===== src/rtl/transpose_buffer.sv =====
// Double-buffered element-matrix transposer: collects ROWS input words per bank
// and drains them as COLS column words, MSB-first and zero-padded.
module transpose_buffer #(
    parameter int WORD_W = 128,
    parameter int ELEM_W = 8,
    parameter int ROWS   = 8
) (
    input  logic              clk,
    input  logic              rst,
    input  logic              flush,
    input  logic              DI_valid,
    output logic              DI_ready,
    input  logic [WORD_W-1:0] DI,
    output logic              DO_valid,
    input  logic              DO_ready,
    output logic [WORD_W-1:0] DO,
    output logic              DO_last,
    output logic              busy
);

    localparam int COLS = WORD_W / ELEM_W;
    localparam int WCW  = $clog2(ROWS + 1);
    localparam int CCW  = $clog2(COLS);
    localparam int RIW  = $clog2(ROWS);

    logic [WORD_W-1:0] mem [2][ROWS];

    logic           wbank;
    logic           rbank;
    logic [WCW-1:0] wcnt;
    logic [CCW-1:0] ccnt;
    logic [1:0]     full;
    logic [WCW-1:0] fill [2];

    logic           accept;
    logic           xfer;
    logic           last_xfer;
    logic           complete;
    logic           flush_eff;
    logic           close_bank;
    logic [WCW-1:0] close_fill;

    assign DI_ready = !rst && !full[wbank];
    assign DO_valid = !rst && full[rbank];
    assign DO_last  = DO_valid && (ccnt == CCW'(COLS - 1));
    assign busy     = !rst && ((|full) || (wcnt != '0));

    assign accept    = DI_valid && DI_ready;
    assign xfer      = DO_valid && DO_ready;
    assign last_xfer = xfer && DO_last;
    assign complete  = accept && (wcnt == WCW'(ROWS - 1));

    // A beat that completes the block already closes it, so flush adds nothing then
    assign flush_eff  = flush && !full[wbank] && ((wcnt != '0) || accept) && !complete;
    assign close_bank = complete || flush_eff;
    assign close_fill = wcnt + WCW'(accept);

    always_ff @(posedge clk) begin
        if (accept) begin
            mem[wbank][wcnt[RIW-1:0]] <= DI;
        end
    end

    always_ff @(posedge clk) begin
        if (rst) begin
            wbank   <= 1'b0;
            rbank   <= 1'b0;
            wcnt    <= '0;
            ccnt    <= '0;
            full    <= '0;
            fill[0] <= '0;
            fill[1] <= '0;
        end else begin
            if (close_bank) begin
                full[wbank] <= 1'b1;
                fill[wbank] <= close_fill;
                wbank       <= ~wbank;
                wcnt        <= '0;
            end else if (accept) begin
                wcnt <= wcnt + WCW'(1);
            end

            // Closing requires !full[wbank] and draining requires full[rbank],
            // so both updates never target the same bank in one cycle.
            if (last_xfer) begin
                full[rbank] <= 1'b0;
                rbank       <= ~rbank;
                ccnt        <= '0;
            end else if (xfer) begin
                ccnt <= ccnt + CCW'(1);
            end
        end
    end

    always_comb begin
        DO = '0;
        if (DO_valid) begin
            for (int unsigned r = 0; r < ROWS; r++) begin
                if (r < 32'(fill[rbank])) begin
                    DO[WORD_W-1-r*ELEM_W -: ELEM_W] =
                        ELEM_W'(mem[rbank][RIW'(r)] >> (WORD_W - ELEM_W - 32'(ccnt) * ELEM_W));
                end
            end
        end
    end

endmodule

===== config.mk =====
export PLATFORM = sky130hd
export DESIGN_NAME = transpose_buffer
export DESIGN_NICKNAME = d
export VERILOG_FILES = /design/src/rtl/transpose_buffer.sv
export SDC_FILE = /design/constraint.sdc
export NUM_CORES = 2
export LEC_CHECK = 0
export CAP_MARGIN = 20
export CORE_MARGIN = 1
export CORE_UTILIZATION = 40
export DETAILED_ROUTE_END_ITERATION = 7
export MAX_ROUTING_LAYER = met4
export PLACE_DENSITY = 0.57
export SKIP_LAST_GASP = 1
export SYNTH_ARGS = -nofsm -noshare
export SYNTH_HDL_FRONTEND = slang
export SYNTH_SLANG_ARGS = --single-unit
export TNS_END_PERCENT = 5

===== constraint.sdc =====
create_clock -name clk -period 29.6 [get_ports clk]
set_input_delay 8.88 -clock clk [delete_from_list [all_inputs] [get_ports clk]]
set_output_delay 8.88 -clock clk [all_outputs]
set_load 0.02 [all_outputs]

==> impl_metrics.yaml <==
critical_path:
  worst-r2r-setup-slack_ns: 24.65
  cp-start-kind: "input pin"
  end_kind: "primary output"
  required_ns: 20.72
  cp.arrival_ns: 12.18
  critPathMaxFanout: 22
  critPathKind: "input pin to primary output"
drt:
  avgRoutedWirePerCell_um: 31.01
  wirelength_um: 210400
  vias: 38510
  drt_iter0_markers: 3789
  drcViolationCount: 0
  dr.pass1.iters: 5
  detail-route-antenna-nets: 0
  viasPerCell: 5.676
hold_path:
  hp-class: "flop to flop"
global_route:
  grt_pass1_wl_um: 301300
  grt_pass1_vias: 39390
  grt_max_degree: 129
  grt.total_usage_pct: 21.49
  grt_overflow_total: 0
  grt_antenna_before_repair: 7
synth:
  synth_area_sq_mm: 0.08017
  ys_seq_area_share_pct: 77.34
  async_flop_share_pct: 0
  synth_edf_count: 2056
  avgSynthCellArea_sq_um: 21.92
  ys_ff_latch: 2069
  yosys_most_used_dff: "edfxtp_1"
  synth_cell_type_count: 67
  ys_warn_count: 0
  synthesis.instances: 3658
power:
  p_leak_nw: 27.69
  p_seq_share_pct: 54.9
  comb_power_share_pct: 2.4
  p_per_area_mw_per_mm2: 64.61
  p_sw_mw: 1.204
  clockPowerShare_pct: 42.6
  power_mw: 5.913
  p_int_mw: 4.708
  irDropWorstVdd_mv: 0.05614
  switching_share_pct: 20.37
clock_tree:
  worstSkewPairLatency_ns: 0.83
  path_clk_slew_ns: 0.06
  htreeDepth: 4
  cts-hold-fix-buffers: 0
  clock-sinks: 2069
  post-cts-setup-buffers: 0
  numCtsBuffers: 207
  cts_buffer_depth: 3
  cts_root_buffer: "clkbuf_16"
  cts_tree: "built"
  cts-resized-gates: 0
die:
  core_sq_mm: 0.1982
  dieArea_sq_mm: 0.2022
  start_util_pct: 40.44
  die_h_um: 449.7
  rows: 163
  die_x_um: 449.7
  boundaryPins: 265
timing:
  slew_headroom_pct: 20.59
  timing.final.crit_share_pct: 71.14
  fin_skew_ns: 0.03777
  finalSetupViolations: 0
  worst_slack_ns: 8.543
  rsz0062_at_grt: "no"
  fin_crit_ns: 21.06
  timing.fmax_mhz: 47.49
  slew_violations: 0
  tns_ns: 0
  worst_slew_pin_slew_ns: 1.191
  hold_violations: 0
final_layout:
  register_area_sq_mm: 0.06202
  nets: 4109
  multi_input_area_sq_mm: 0.01675
  fill_cells: 16560
  area_delta_synth_final_pct: 14.15
  layout-drive-gt1-share_pct: 22.61
run:
  maxCapViolCount: 0
placement:
  port_buffers: 200
  hpwl_um: 124400
  place_congestion: 0.7679
  place_ws_ns: 8.393
run_status:
  status: "finished, final reports clean"
path summary, 6_finish.rpt:
kind,start,to,cells after the start
max,rst,DO[114],8
min,rbank,full[1],1
max reg2reg,wbank,mem[1][215],8
min reg2reg,rbank,full[1],1
cell type report:
class	instances	share of cell area, %
tap	2640	3.610
clock inverter	99	1.005
sequential	2069	67.77
antenna	9	0.02461
timing repair buffer	299	3.138
inverter	26	0.1203
multi-input combinational	1368	18.31
clock buffer	275	6.020
cell families (layout without fill, tap and decap cells):
group           after synthesis  count (layout)  share of synthesized area, %
mux                         643             643                         15.88
flops                      2069            2069                         77.34
fa+ha+maj                     5               5                       0.07804
simple gates                391             391                         2.144
xor+xnor                      7               7                       0.07648
buf+inv                     284             699                         2.237
other cells                   1              73                      0.004678
compound gates              258             258                         2.246
power by group through the flow:
stage	registers, mW	logic, mW	clock network, mW
finish	3.25	0.144	2.52
global route	3.25	0.153	2.68
CTS	3.25	0.148	2.57
detailed placement	3.31	0.148	0
global placement	3.31	0.145	0
floorplan	3.31	0.0540	0
cells in the final DEF, fill, tap and decap left out, drive strengths merged, types with 10 or more instances in the layout:
cell           netlist  final
nand3               41     41
a221oi              33     33
o21ai               49     49
edfxtp            2056   2056
a211oi              10     10
nor4                10     10
nor2                74     74
clkdlybuf4s50        0    200
mux2                18     18
nand2              186    186
nor3                33     33
conb                 1     64
bufinv               0     14
clkinv               1     73
clkbuf              66    276
mux4               501    501
inv                 25     34
a22o                13     13
buf                192     98
a221o               12     12
mux2i              124    124
dfxtp               13     13
o22ai               40     40
a21oi               52     52
worst max-delay path: stages:
cell	delay (ns)
clkdlybuf4s50_1	0.40
buf_4	0.22
nor2_2	0.13
buf_4	0.39
o21ai_1	0.27
nand2b_1	0.43
o22ai_1	0.70
clkdlybuf4s50_1	0.74
through the flow:
step	instance area, sq um	hold slack, ns	util (%)	instances
after floorplan	80400	0.5012	-	3721
after global placement	85000	0.5334	42.88	6398
after detailed placement	85010	0.5469	42.88	6399
after CTS	91440	0.5535	46.13	6773
after global routing	91490	0.5940	46.15	6778
final	91510	0.5600	46.16	6785
registers in the layout, summed over array words and instances (netlist names), named ones only:
signal / count
fill: 8
rbank: 1
wcnt: 4
full: 2
ccnt: 4
mem: 2048
wbank: 1
metal layers:
metal / share of wire (%) / global-route usage [%] / vias to the layer above / routed length (um)
met4: 2.6 / 5.846 / 0 / 5450
met2: 50 / 34.76 / 1387 / 105300
met5: 0 / - / - / 0
met1: 42 / 28.69 / 20980 / 87350
met3: 5.8 / 2.900 / 283 / 12290
li1: - / - / 15870 / -
synthesized netlist by cell type (6+ instances only):
cell       count  share of area [%]
a211o_1        7              0.076
a22oi_1        6              0.056
nor2b_1        6              0.047
nand3_1       41               0.26
mux2i_1      124                1.5
buf_4         84               0.79
nor2_1        73               0.34
and3_1         6              0.047
inv_1         23               0.11
or2_2          7              0.055
nand2b_1       9              0.070
mux4_2       501                 14
a2111oi_0      6              0.066
clkbuf_1      66               0.31
o21ai_0       35               0.22
mux2_2        18               0.25
buf_8          6               0.11
nand2_1      186               0.87
edfxtp_1    2056                 77
a221oi_1      30               0.33
nor3_1        33               0.21
buf_12         7               0.17
buf_2         58               0.36
buf_1         16              0.075
o21ai_1       12              0.075
nor4_1        10              0.078
o22ai_1       40               0.31
dfxtp_1       13               0.32
a221o_1       12               0.15
and2_1         7              0.055
a21oi_1       51               0.32
a211oi_1      10              0.094
a22o_1        13               0.14
buf_6         21               0.29
o221ai_1       6              0.066
Note: power is estimated with default switching activity, not from simulation.
